$ cat src/rtl/aes_drv_pkg.sv
// Shared types and widths for the aes_core host-side command driver.
package aes_drv_pkg;

    localparam int unsigned AES_BLOCK_W = 128;

    typedef enum logic [2:0] {
        IDLE,
        LOAD,
        START,
        WAIT,
        CAPTURE,
        RESP
    } drv_state_t;

    typedef enum logic [1:0] {
        ERR_OK      = 2'd0,
        ERR_TIMEOUT = 2'd1,
        ERR_NOKEY   = 2'd2
    } rsp_err_t;

endpackage

$ cat src/rtl/aes_core_driver.sv
// Sequences one aes_core encrypt/decrypt per command and returns the result
// (or an error code) on a valid/ready response stream.
module aes_core_driver
    import aes_drv_pkg::*;
#(
    parameter int unsigned TIMEOUT_CYCLES = 64,
    parameter int unsigned CNT_W          = $clog2(TIMEOUT_CYCLES + 1)
) (
    input  logic                   clk,
    input  logic                   reset_n,
    input  logic                   cmd_valid,
    output logic                   cmd_ready,
    input  logic                   cmd_mode,
    input  logic                   cmd_new_key,
    input  logic [AES_BLOCK_W-1:0] cmd_key,
    input  logic [AES_BLOCK_W-1:0] cmd_data,
    output logic                   rsp_valid,
    input  logic                   rsp_ready,
    output logic [AES_BLOCK_W-1:0] rsp_data,
    output logic                   rsp_mode,
    output logic [1:0]             rsp_err,
    output logic                   busy,
    output logic                   core_set_key,
    output logic [AES_BLOCK_W-1:0] core_key,
    output logic                   core_set_plain_text,
    output logic [AES_BLOCK_W-1:0] core_plain_text_in,
    output logic                   core_set_cipher_text,
    output logic [AES_BLOCK_W-1:0] core_cipher_text_in,
    output logic                   core_start_enc,
    output logic                   core_start_dec,
    input  logic                   core_done_enc,
    input  logic                   core_done_dec,
    input  logic [AES_BLOCK_W-1:0] core_cipher_text_out,
    input  logic [AES_BLOCK_W-1:0] core_plain_text_out
);

    drv_state_t             state_q, state_d;
    logic                   mode_q, mode_d;
    logic                   new_key_q, new_key_d;
    logic                   key_loaded_q, key_loaded_d;
    logic [CNT_W-1:0]       cnt_q, cnt_d, cnt_inc;
    logic [AES_BLOCK_W-1:0] key_q, key_d;
    logic [AES_BLOCK_W-1:0] data_q, data_d;
    logic                   cmd_ready_q, cmd_ready_d;
    logic                   rsp_valid_q, rsp_valid_d;
    logic [AES_BLOCK_W-1:0] rsp_data_q, rsp_data_d;
    logic                   rsp_mode_q, rsp_mode_d;
    rsp_err_t               rsp_err_q, rsp_err_d;
    logic                   busy_q, busy_d;
    logic                   set_key_q, set_key_d;
    logic                   set_pt_q, set_pt_d;
    logic                   set_ct_q, set_ct_d;
    logic                   start_enc_q, start_enc_d;
    logic                   start_dec_q, start_dec_d;
    logic                   done_match;

    assign cnt_inc    = cnt_q + CNT_W'(1);
    assign done_match = mode_q ? core_done_dec : core_done_enc;

    // Next-state and registered-output logic; strobes default low so each is one cycle.
    always_comb begin
        state_d      = state_q;
        mode_d       = mode_q;
        new_key_d    = new_key_q;
        key_loaded_d = key_loaded_q;
        cnt_d        = cnt_q;
        key_d        = key_q;
        data_d       = data_q;
        rsp_valid_d  = rsp_valid_q;
        rsp_data_d   = rsp_data_q;
        rsp_mode_d   = rsp_mode_q;
        rsp_err_d    = rsp_err_q;
        set_key_d    = 1'b0;
        set_pt_d     = 1'b0;
        set_ct_d     = 1'b0;
        start_enc_d  = 1'b0;
        start_dec_d  = 1'b0;

        case (state_q)
            IDLE: begin
                if (cmd_valid && cmd_ready_q) begin
                    mode_d     = cmd_mode;
                    new_key_d  = cmd_new_key;
                    key_d      = cmd_key;
                    data_d     = cmd_data;
                    rsp_mode_d = cmd_mode;
                    if (!cmd_new_key && !key_loaded_q) begin
                        state_d     = RESP;
                        rsp_valid_d = 1'b1;
                        rsp_data_d  = '0;
                        rsp_err_d   = ERR_NOKEY;
                    end else begin
                        state_d   = LOAD;
                        set_key_d = cmd_new_key;
                        set_pt_d  = ~cmd_mode;
                        set_ct_d  = cmd_mode;
                    end
                end
            end
            LOAD: begin
                key_loaded_d = key_loaded_q | new_key_q;
                start_enc_d  = ~mode_q;
                start_dec_d  = mode_q;
                state_d      = START;
            end
            START: begin
                cnt_d   = '0;
                state_d = WAIT;
            end
            WAIT: begin
                if (done_match) begin
                    state_d = CAPTURE;
                end else begin
                    cnt_d = cnt_inc;
                    if (cnt_inc == CNT_W'(TIMEOUT_CYCLES)) begin
                        state_d     = RESP;
                        rsp_valid_d = 1'b1;
                        rsp_data_d  = '0;
                        rsp_err_d   = ERR_TIMEOUT;
                    end
                end
            end
            CAPTURE: begin
                rsp_data_d  = mode_q ? core_plain_text_out : core_cipher_text_out;
                rsp_err_d   = ERR_OK;
                rsp_valid_d = 1'b1;
                state_d     = RESP;
            end
            RESP: begin
                if (rsp_ready) begin
                    rsp_valid_d = 1'b0;
                    state_d     = IDLE;
                end
            end
            default: state_d = IDLE;
        endcase

        cmd_ready_d = (state_d == IDLE);
        busy_d      = (state_d != IDLE);
    end

    always_ff @(posedge clk or negedge reset_n) begin
        if (!reset_n) begin
            state_q      <= IDLE;
            mode_q       <= 1'b0;
            new_key_q    <= 1'b0;
            key_loaded_q <= 1'b0;
            cnt_q        <= '0;
            key_q        <= '0;
            data_q       <= '0;
            cmd_ready_q  <= 1'b0;
            rsp_valid_q  <= 1'b0;
            rsp_data_q   <= '0;
            rsp_mode_q   <= 1'b0;
            rsp_err_q    <= ERR_OK;
            busy_q       <= 1'b0;
            set_key_q    <= 1'b0;
            set_pt_q     <= 1'b0;
            set_ct_q     <= 1'b0;
            start_enc_q  <= 1'b0;
            start_dec_q  <= 1'b0;
        end else begin
            state_q      <= state_d;
            mode_q       <= mode_d;
            new_key_q    <= new_key_d;
            key_loaded_q <= key_loaded_d;
            cnt_q        <= cnt_d;
            key_q        <= key_d;
            data_q       <= data_d;
            cmd_ready_q  <= cmd_ready_d;
            rsp_valid_q  <= rsp_valid_d;
            rsp_data_q   <= rsp_data_d;
            rsp_mode_q   <= rsp_mode_d;
            rsp_err_q    <= rsp_err_d;
            busy_q       <= busy_d;
            set_key_q    <= set_key_d;
            set_pt_q     <= set_pt_d;
            set_ct_q     <= set_ct_d;
            start_enc_q  <= start_enc_d;
            start_dec_q  <= start_dec_d;
        end
    end

    assign cmd_ready            = cmd_ready_q;
    assign rsp_valid            = rsp_valid_q;
    assign rsp_data             = rsp_data_q;
    assign rsp_mode             = rsp_mode_q;
    assign rsp_err              = rsp_err_q;
    assign busy                 = busy_q;
    assign core_set_key         = set_key_q;
    assign core_key             = key_q;
    assign core_set_plain_text  = set_pt_q;
    assign core_plain_text_in   = data_q;
    assign core_set_cipher_text = set_ct_q;
    assign core_cipher_text_in  = data_q;
    assign core_start_enc       = start_enc_q;
    assign core_start_dec       = start_dec_q;

endmodule

$ cat config.mk
export PLATFORM = sky130hd
export DESIGN_NAME = aes_core_driver
export DESIGN_NICKNAME = d
export VERILOG_FILES = /design/src/rtl/aes_drv_pkg.sv /design/src/rtl/aes_core_driver.sv
export SDC_FILE = /design/constraint.sdc
export NUM_CORES = 1
export LEC_CHECK = 0
export ABC_CLOCK_PERIOD_IN_PS = 4800
export CORE_AREA = 2 2 400 402
export DETAILED_ROUTE_END_ITERATION = 10
export DIE_AREA = 0 0 402 404
export GPL_TIMING_DRIVEN = 0
export PLACE_DENSITY = 0.34
export SYNTH_ARGS = -nofsm -noshare
export SYNTH_HDL_FRONTEND = slang
export SYNTH_SLANG_ARGS = --single-unit
$ cat constraint.sdc
create_clock -name clk -period 4.8 [get_ports clk]
set_input_delay 0.96 -clock clk [delete_from_list [all_inputs] [get_ports clk]]
set_output_delay 0.96 -clock clk [all_outputs]
set_load 0.02 [all_outputs]
* Yosys cells after proc, flatten, opt, wreduce, memory -nomap -nowiden
Index checks and enable logic that the tools add are counted.
Operators by class: multiplexer cells 37, eq/ne operators 11, bitwise operators 3, add/subtract/negate cells 1, reductions and logical operators 14
Operators with widths (number):
- 128-bit two-way mux | 5
- 128-bit case mux with 3 select lines | 1
- 3-bit case mux with 6 select lines | 1
- 1-bit two-way mux | 17
- 3-bit two-way mux | 5
- 7-bit case mux with 2 select lines | 1
- 2-bit != test, second input constant | 5
- 2-bit two-way mux | 4
- 7-bit by 1-bit adder with 7-bit output, second input constant | 1
- 7-bit equality test, second input constant | 1
- 7-bit two-way mux | 1
- 3-bit by 2-bit equality test with 1-bit output, second input constant | 2
- 3-bit equality test, second input constant | 2
- 3-bit zero test | 2
- 2-bit case mux with 3 select lines | 1
- 6-bit AND reduction | 1
- 3-bit nonzero test | 2
- 5-bit AND reduction | 1
- 1-bit case mux with 4 select lines | 1
- 2-bit AND reduction | 2
- 4-bit nonzero test | 1
- 3-bit by 1-bit equality test with 1-bit output, second input constant | 1
- 1-bit logical AND | 2
- 1-bit zero test | 2
- 3 further kinds | 4
Word-level totals: register bits after elaboration 407, output and inout port bits 523, input port bits 520, word-level logic and storage cells 83

* Longest topological paths before layout
Gate-level depths: netlist of run 1.
depth after elaboration 6, gate-level depth with buffers 8, gate-level depth less buffers 5

* Worst setup path after synthesis of run 1
No wires, ideal clock.
path kind input -> register, start point input cmd_new_key, end point register rsp_data_q[118] (netlist: rsp_data[118]), data required time 4.682 ns, setup time 0.118 ns, slack 2.661 ns, data arrival time 2.021 ns, stages 6, buffers on the path 2, path through nor4bb_1 -> o21ai_0 -> clkbuf_1 -> clkbuf_1 -> a21oi_1 -> nor2_1
On the way: longest elaborated chain between the ends 4
RTL lines:
- start, declared | RTL line aes_core_driver.sv:14 | input logic cmd_new_key,
- 1-bit zero test | RTL line aes_core_driver.sv:87 | if (!cmd_new_key && !key_loaded_q) begin
- 1-bit logical AND | RTL line aes_core_driver.sv:87
- 2-bit != test (no line)
- 5-bit AND reduction (no line)
- end signal, assigned | RTL line aes_core_driver.sv:172 | rsp_data_q <= rsp_data_d;
- end, declared | RTL line aes_core_driver.sv:46 | logic [AES_BLOCK_W-1:0] rsp_data_q, rsp_data_d;
No other way between the ends. A chain may end at the register's enable or synchronous reset.

* Final worst setup path of run 1
start point input cmd_valid, end point register state_q[0]
On the way: longest elaborated chain between the ends 3
RTL lines:
- start, declared | RTL line aes_core_driver.sv:11 | input logic cmd_valid,
- 1-bit logical AND | RTL line aes_core_driver.sv:81 | if (cmd_valid && cmd_ready_q) begin
- 3-bit two-way mux | RTL line aes_core_driver.sv:81
- 3-bit case mux with 6 select lines | RTL line aes_core_driver.sv:79 | case (state_q)
- net state_d[0] | RTL line aes_core_driver.sv:37 | drv_state_t state_q, state_d;
- end signal, assigned | RTL line aes_core_driver.sv:163 | state_q <= state_d;
- end, declared | RTL line aes_core_driver.sv:37
The timed path passes the listed nets, and every way through them passes these cells.

==> out/summary.md, run 1 <==
The die is 404 µm tall. The clock period minus final worst setup slack was 3.304 ns; the via count was 17.88k. The insertion delay of the later-clocked pin in the worst-skew pair was 0.64 ns. 1043 I/O pins were placed. Setup violations remaining at the end of the flow were counted as 0. After synthesis the cells add up to 18000 µm². Across the VDD grid, the largest voltage drop is 0.2873 mV. Of the post-synthesis cell area, the part taken by muxes is 7.257%. The number of clock sinks came out at 407. The via density per instance came out at 3.401.

The tool flagged a number of max-cap violations equal to 0. The count of filler cells inserted in the layout was 17.61k; the number of placement rows was 146. From left edge to right edge, the die measures 402 µm. After detailed routing, the average wire length per cell comes to 23.36 µm. Sequential elements use 56.58% of the synthesized area. The share of flip-flops with an asynchronous set or reset came out at 100.0%. Data on the critical path arrives at its endpoint at 3.76 ns.

The total overflow left after global routing is 0. The global-route wire length before repair was 164.4 mm; the clock transition time at the flip-flop clock pins of the worst setup and hold paths was 0.06 ns. The number of hold buffers added after CTS was 0. The worst register-to-register path has a depth of 6. The register bit total from synthesis works out to 407. The flow ran to the end, and the final reports show no timing, DRC or antenna violations. The congestion estimate from routability-driven global placement came to 0.8350. In the global route stage, overall resource usage came out at 14.61%. The library cell used most frequently in the layout, excluding fill and tap cells, is sky130_fd_sc_hd__clkdlybuf4s50_1. The tools report the starting density of the core as 11.41%. After detailed routing, the number of remaining DRC violations is 0. The number of search-and-repair iterations in the first detailed-routing pass was 5.

The upper clock frequency limit is 302.6 MHz. The run gives 101.3 mm as the final HPWL from detailed placement. For flop-to-flop paths, the worst setup slack is 1.80 ns. The hold violation count in the final report is 0. The endpoint of the lowest-slack register-to-register path is state_q[0]$_DFF_PN0_. The post-route netlist has 8.801% of its cells at a drive strength greater than 1. The area share of and/or/nand/nor cells after synthesis came out at 22.74%. The ratio of final minimum period to clock period works out to 68.84%.

The synthesized netlist devotes 4.789% of its cell area to compound gates. The worst setup path is of the primary input to flip-flop kind. The tools report the CTS H-tree depth as 2. Path type of the worst min-delay path: primary input to asynchronous set/reset pin. On the final layout, the worst clock skew is 0.02073 ns. In this run the deepest clock path goes through 3 buffers. The count of cells resized by post-cts repair is 0. The root buffer cell chosen for the clock tree is sky130_fd_sc_hd__clkbuf_16. The tools report the kind of capture point of the worst setup path as a flip-flop. TritonCTS built the clock tree.

In this run the tool buffered the top-level ports with 1042 buffer cells. The number of routed nets with antenna violations is 0. Setup slack on the critical path of the routed design comes to 1.496 ns.

After technology mapping, the gate count stands at 2020. After detailed placement, the design holds a cell count of 5138. For this run, the number of Yosys warnings is 0.

Buffers inserted during clock tree synthesis total 57. After the flow finishes, the layout carries non-filler instances totaling 5256. The average instance in the mapped netlist occupies 8.911 µm². For the pin with the worst max-slew slack, the measured transition is 1.354 ns.

In this run the static leakage power is 0.01474 µW. The adder and majority cell fraction of the synthesized area is 0.06951%. The design draws 22170 µW. The first routing iteration left 835 violations. Yosys mapped a number of flops with a built-in enable equal to 0.

The largest family of logic cells by synthesized area was simple AND/OR/NAND/NOR gates. The power density over the cells was 670.9 nW/µm². The number of antenna violations at the first check in global routing was 32. The number of nets in the synthesized netlist is 2541. The floorplan step defined a die boundary enclosing 162400 µm². After floorplanning, the core was sized to cover 157800 µm².

At the end of the flow, the number of nets in the layout was 3646. For the pin count of the biggest net entering global routing, the log shows 98. Setup repair after global routing left no endpoint under its margin. The critical path startpoint category is a primary input. The worst-path maximum fanout was 12; the count of buffers added by post-CTS timing repair for setup was 0. For the required time of the critical path, the log shows 5.26 ns. The synthesized netlist contains 42 unique library cells. Relative to the synthesized area, the layout overhead comes to 83.57%. In the layout the commonest cells are sky130_fd_sc_hd__clkdlybuf4s50_1, sky130_fd_sc_hd__nand2_1, sky130_fd_sc_hd__dfrtp_1. The worst pin sits at a relative slew slack of 9.705%. The post-synthesis xor/xnor area fraction was 0.1460%. The tools report the via count of the first global-routing pass as 18.74k. The run gives 0 as the number of max-slew violations in the final report.

For this run, the leading register cell type out of synthesis is sky130_fd_sc_hd__dfrtp_1. The tools report the startpoint of the lowest-slack register-to-register path as state_q[0]$_DFF_PN0_. Prior to clock tree synthesis, the placed netlist has a worst setup slack of 0.7500 ns. After detailed routing, the total wire length is 122.8 mm.
[where the power goes]
group	switching [µW]	leakage, µW	internal (µW)
registers	1360	0.00515	4920
clock network	1810	0.000911	2570
logic	6350	0.00868	5160
[logic make-up after synthesis]
| kind of cell | after synthesis |
|---|---|
| AO/OA/AOI/OAI | 161 |
| XOR/XNOR | 3 |
| adder cells (fa/ha/maj) | 1 |
| buffers and inverters | 251 |
| flip-flops | 407 |
| multiplexers | 130 |
| AND/OR/NAND/NOR | 1067 |
[flip-flops by register name, summed over array words and instances (netlist names)]
| signal | cells |
|---|---|
| core_key | 128 |
| core_start_enc | 1 |
| cmd_ready | 1 |
| key_loaded_q | 1 |
| rsp_mode | 1 |
| busy | 1 |
| core_cipher_text_in | 128 |
| cnt_q | 7 |
| core_set_key | 1 |
| rsp_err | 2 |
| rsp_valid | 1 |
| core_start_dec | 1 |
| rsp_data | 128 |
| new_key_q | 1 |
| core_set_cipher_text | 1 |
| state_q | 3 |
| core_set_plain_text | 1 |
[worst max path at each step]
| stage | slack (ns) | end | depth (start not counted) | from |
|---|---|---|---|---|
| 2_1_floorplan | 2.66 | rsp_data[118]$_DFFE_PN0P_ | 6 | cmd_new_key |
| 3_3_place_gp | -19.04 | core_cipher_text_in[31]$_DFFE_PN0P_ | 1 | reset_n |
| 3_5_place_dp | 0.75 | core_cipher_text_in[22]$_DFFE_PN0P_ | 7 | cmd_valid |
| 4_1_cts | 1.46 | core_cipher_text_in[22]$_DFFE_PN0P_ | 7 | cmd_valid |
| 5_1_grt | 1.29 | core_cipher_text_in[106]$_DFFE_PN0P_ | 7 | cmd_valid |
| 6_report | 1.50 | state_q[0]$_DFF_PN0_ | 6 | cmd_valid |
[routing by layer]
layer / global-route usage, % / wire length (µm) / up-vias
met2: 24.68 / 59380 / 655
li1: - / - / 8499
met3: 4.790 / 9743 / 156
met5: 0 / 159 / -
met1: 17.44 / 49680 / 8542
met4: 4.676 / 3819 / 24
[area by class of cell]
class	instances	area (µm²)	share of cell area, %
diodes	14	35.03	0.1060
plain buffers	247	1500	4.540
clock buffers	84	1638	4.956
clock inverters	20	232.7	0.7043
inverters	4	15.01	0.04544
multi-input cells	1362	6301	19.07
flip-flops and latches	407	10180	30.82
well taps	2072	2592	7.846
repair buffers	1046	10550	31.91
[cells in the mapped netlist, types with 2 or more instances]
| master | count | share of area [%] |
|---|---|---|
| sky130_fd_sc_hd__nor3b_1 | 3 | 0.13 |
| sky130_fd_sc_hd__nor2_1 | 262 | 5.5 |
| sky130_fd_sc_hd__a21o_1 | 5 | 0.21 |
| sky130_fd_sc_hd__clkbuf_1 | 53 | 1.1 |
| sky130_fd_sc_hd__buf_2 | 41 | 1.1 |
| sky130_fd_sc_hd__mux2i_1 | 129 | 7.2 |
| sky130_fd_sc_hd__nor4_1 | 2 | 0.069 |
| sky130_fd_sc_hd__nand4_1 | 2 | 0.069 |
| sky130_fd_sc_hd__inv_1 | 4 | 0.083 |
| sky130_fd_sc_hd__xnor2_1 | 2 | 0.097 |
| sky130_fd_sc_hd__buf_4 | 139 | 5.8 |
| sky130_fd_sc_hd__a21oi_1 | 133 | 3.7 |
| sky130_fd_sc_hd__nand3_1 | 2 | 0.056 |
| sky130_fd_sc_hd__o21ai_0 | 12 | 0.33 |
| sky130_fd_sc_hd__nand2_1 | 780 | 16 |
| sky130_fd_sc_hd__buf_1 | 14 | 0.29 |
| sky130_fd_sc_hd__dfrtp_1 | 407 | 57 |
| sky130_fd_sc_hd__nor3_1 | 2 | 0.056 |
| sky130_fd_sc_hd__and3_1 | 4 | 0.14 |
| sky130_fd_sc_hd__o211a_1 | 2 | 0.11 |
[per-stage QoR]
stage                     hold WS, ns  utilization [%]  setup TNS (ns)  instance area (µm²)
final                          0.2478            20.94               0                33040
after floorplan                0.4497                -               0                18000
after global routing           0.2656            20.92               0                33020
after CTS                      0.2307            20.91               0                33010
after global placement         0.4579            19.66        -7695.29                31020
after detailed placement       0.4608            19.73               0                31140
[critical path, cell delays in order]
cell and delay [ns]:
sky130_fd_sc_hd__clkdlybuf4s50_1 0.49, sky130_fd_sc_hd__nand4_1 0.28, sky130_fd_sc_hd__buf_2 0.35, sky130_fd_sc_hd__buf_2 0.63, sky130_fd_sc_hd__buf_1 0.80, sky130_fd_sc_hd__o21ai_0 0.22
Note: power is estimated with default switching activity, not from simulation.
==> run 2, diff against run 1 <==
==> config.mk (replaced) <==
export PLATFORM = sky130hd
export DESIGN_NAME = aes_core_driver
export DESIGN_NICKNAME = d
export VERILOG_FILES = /design/src/rtl/aes_drv_pkg.sv /design/src/rtl/aes_core_driver.sv
export SDC_FILE = /design/constraint.sdc
export NUM_CORES = 1
export LEC_CHECK = 0
export ABC_CLOCK_PERIOD_IN_PS = 3010
export CORE_AREA = 2 2 401 403
export DETAILED_ROUTE_END_ITERATION = 10
export DIE_AREA = 0 0 403 405
export GPL_TIMING_DRIVEN = 0
export PLACE_DENSITY = 0.35
export SYNTH_ARGS = -nofsm -noshare
export SYNTH_HDL_FRONTEND = slang
export SYNTH_SLANG_ARGS = --single-unit
==> constraint.sdc (replaced) <==
create_clock -name clk -period 3.01 [get_ports clk]
set_input_delay 0.602 -clock clk [delete_from_list [all_inputs] [get_ports clk]]
set_output_delay 0.602 -clock clk [all_outputs]
set_load 0.02 [all_outputs]
==> run 2 against run 1 <==
Compared with the run above: count of clock-buffer cells in the layout shrank 5; flip-flop and latch count stayed put; routed wire length shrank 0.65%; global-route usage is 0.29 points lower; final area grew 0.11%; critical path type is now flip-flop to flip-flop; largest cell class unchanged; largest power group unchanged; highest routed layer unchanged.
==> out/summary.md, run 2 (synthesis results as in run 1) <==
In this run the worst path has a maximum fanout of 10. The CTS H-tree depth was 2. Count of buffers added by post-CTS timing repair for setup: 0. For the register area, the log shows 10180 µm². Once layout is complete, the utilization of the core stands at 20.77%.

The signed area change from the synthesized netlist to the final layout is 83.78%, and the vertical die dimension is 405 µm. Routed wire length: 122.0 mm. Transition at the pin with the smallest max-transition slack: 1.120 ns. The chip width works out to 403 µm. Global routing used 4.595% of the available met3 tracks.

Dividing the final minimum period by the clock period gives 92.44%. Entering global routing, the biggest net connects 100 pins. Before antenna repair, the detailed router went through 5 iterations. For the total number of nets in the final design, the log shows 3645. For the total global routing overflow, the log shows 0.

The number of buffers inserted by port buffering came out at 1042. The later pin in the worst-skew pair is clocked with a latency of 0.65 ns. For this run, design rule violations remaining after detail routing come to 0.

The tools report the placeable core area as 159300 µm². The flow ran to the end, and the final reports show no timing, DRC or antenna violations. After detailed routing, the average wire length per cell comes to 23.17 µm.

The starting density of the core is 11.30%, and the violation count after the first detailed-route iteration is 949. STA classifies the critical path endpoint as a flip-flop. Setup violations remaining at the end of the flow were counted as 0. The share of post-route cells with drive strength above 1 came out at 9.022%. TritonCTS built the clock tree.

Setup repair after global routing left no endpoint under its margin. At the worst endpoint, the required time is 3.57 ns. The logs give 5152 for the number of placed cells counting well taps and 25.34% for the worst slew margin relative to its limit. The footprint of the multi-input gates is 6301 µm².

VDD sags by at most 0.4740 mV. Counting the buffers created by CTS gives 56. The path class of the tightest hold or removal check is primary input to asynchronous set/reset pin. The hold violation count in the final report came out at 0. Final instance count without filler cells: 5265. Count of filler cells inserted in the layout: 17.75k.

Data arrival time of the critical path: 3.34 ns. The clock period minus final worst setup slack came out at 2.783 ns. The total die area was 163200 µm²; the via count was 17.88k.

The number of max-slew violations in the final report is 0, and the number of placement rows is 147. Leaving out fill and tap cells, the most frequent cell in the layout is sky130_fd_sc_hd__clkdlybuf4s50_1. The global routing stage identified its most utilized layer as met2. The critical path startpoint category is a flip-flop.

Dividing the detail-routed via count by the number of cells gives 3.396. Clock tree synthesis found a total of 407 sinks. The clock passes through at most 3 buffers. The logs give 1043 for the top-level I/O count and 0.8180 for the final weighted congestion in routability-driven placement. The power density over the cells works out to 1072 nW/µm². Leaving out fill and tap cells, the most frequent cells in the layout are sky130_fd_sc_hd__clkdlybuf4s50_1, sky130_fd_sc_hd__nand2_1, sky130_fd_sc_hd__dfrtp_1.

The number of maximum-capacitance constraint violations is 0, and the clock transition time at the flip-flop clock pins of the worst setup and hold paths is 0.06 ns. The tools report the met1 track demand over resource in global routing as 17.61%. The number of antenna violations at the first check in global routing came out at 24.

Final HPWL from detailed placement: 99.72 mm. The setup path with the least slack is of type flip-flop to flip-flop. In this run the static leakage power is 0.01478 µW. The count of nets left with antenna violations once routing finished came out at 0.

The clock root buffer is sky130_fd_sc_hd__clkbuf_16. Global routing consumed, over all layers together, 14.32% of the routing resources. The upper clock frequency limit is 359.4 MHz.

The logs give 18.41k for the via count of the first global-routing pass and 0.02850 ns for the setup clock skew after layout. The logs give 23.88% for the met2 track demand over resource and 161.3 mm for the global-route wire length before repair.
==> run 2: cell types whose count changed in the layout (fill, tap and decap cells not counted), moves of 2 or more <==
| cell | delta |
|---|---|
| sky130_fd_sc_hd__inv_6 | +3 |
| sky130_fd_sc_hd__clkbuf_8 | -4 |
| sky130_fd_sc_hd__buf_1 | -3 |
| sky130_fd_sc_hd__clkbuf_2 | +5 |
| sky130_fd_sc_hd__bufinv_16 | +2 |
| sky130_fd_sc_hd__clkinv_2 | +3 |
| sky130_fd_sc_hd__clkbuf_1 | -6 |
| sky130_fd_sc_hd__diode_2 | -5 |
==> run 2: path summary, 6_finish.rpt <==
kind,from,end,slack (ns),cells past startpoint
min in group clk,core_key[41]$_DFFE_PN0P_,core_key[41]$_DFFE_PN0P_,0.47,2
worst min register to register,core_key[41]$_DFFE_PN0P_,core_key[41]$_DFFE_PN0P_,0.47,2
worst min-delay path,reset_n,core_cipher_text_in[104]$_DFFE_PN0P_,0.45,2
max in group asynchronous,reset_n,core_key[105]$_DFFE_PN0P_,1.06,4
worst max register to register,state_q[2]$_DFF_PN0_,core_cipher_text_in[86]$_DFFE_PN0P_,0.23,7
worst max-delay path,state_q[2]$_DFF_PN0_,core_cipher_text_in[86]$_DFFE_PN0P_,0.23,7
==> run 2: cell type report <==
| type | instances | share of cell area, % |
|---|---|---|
| diodes | 9 | 0.06808 |
| plain buffers | 246 | 4.588 |
| clock buffers | 79 | 4.773 |
| clock inverters | 25 | 0.9002 |
| inverters | 4 | 0.04539 |
| multi-input cells | 1362 | 19.05 |
| flip-flops and latches | 407 | 30.79 |
| well taps | 2086 | 7.890 |
| repair buffers | 1047 | 31.90 |
==> run 2: metrics by stage <==
step,total power [µW],hold WS [ns],setup TNS [ns],area (µm²),worst slack (ns)
6_report,35450,0.4484,0,33080,0.2275
5_1_grt,37470,0.4149,0,33070,0.01361
4_1_cts,36250,0.3876,0,33060,0.001727
3_5_place_dp,28830,0.4608,-140.70,31160,-0.8840
3_3_place_gp,28890,0.4566,-8412.65,31040,-20.54
2_1_floorplan,17780,0.3064,0,18000,1.196
==> run 2: power by group <==
group	switching, µW	internal (µW)	leakage (µW)
sequential	2120	7850	0.00515
combinational	10200	8220	0.00871
clock	2900	4160	0.000920
==> run 2: critical path, stage by stage, from the launching register on <==
cell and delay, ns:
sky130_fd_sc_hd__dfrtp_1 0.38, sky130_fd_sc_hd__nor2_1 0.21, sky130_fd_sc_hd__and4_1 0.21, sky130_fd_sc_hd__buf_2 0.24, sky130_fd_sc_hd__buf_2 0.51, sky130_fd_sc_hd__clkbuf_1 0.64, sky130_fd_sc_hd__nand2_1 0.35, sky130_fd_sc_hd__nand2_1 0.12
==> run 2: per-layer routing <==
layer | vias up | routed length [µm]
met5 | - | 53
met4 | 8 | 3119
met3 | 113 | 9469
met2 | 650 | 58760
met1 | 8625 | 50570
li1 | 8483 | -
==> run 2: what timing repair did <==
| action | CTS | global route |
|---|---|---|
| setup endpoints to repair | 122 | 3 |
| resized for setup | 8 | 5 |
| hold endpoints to repair | 29 | 0 |
| hold buffers | 1 | 0 |
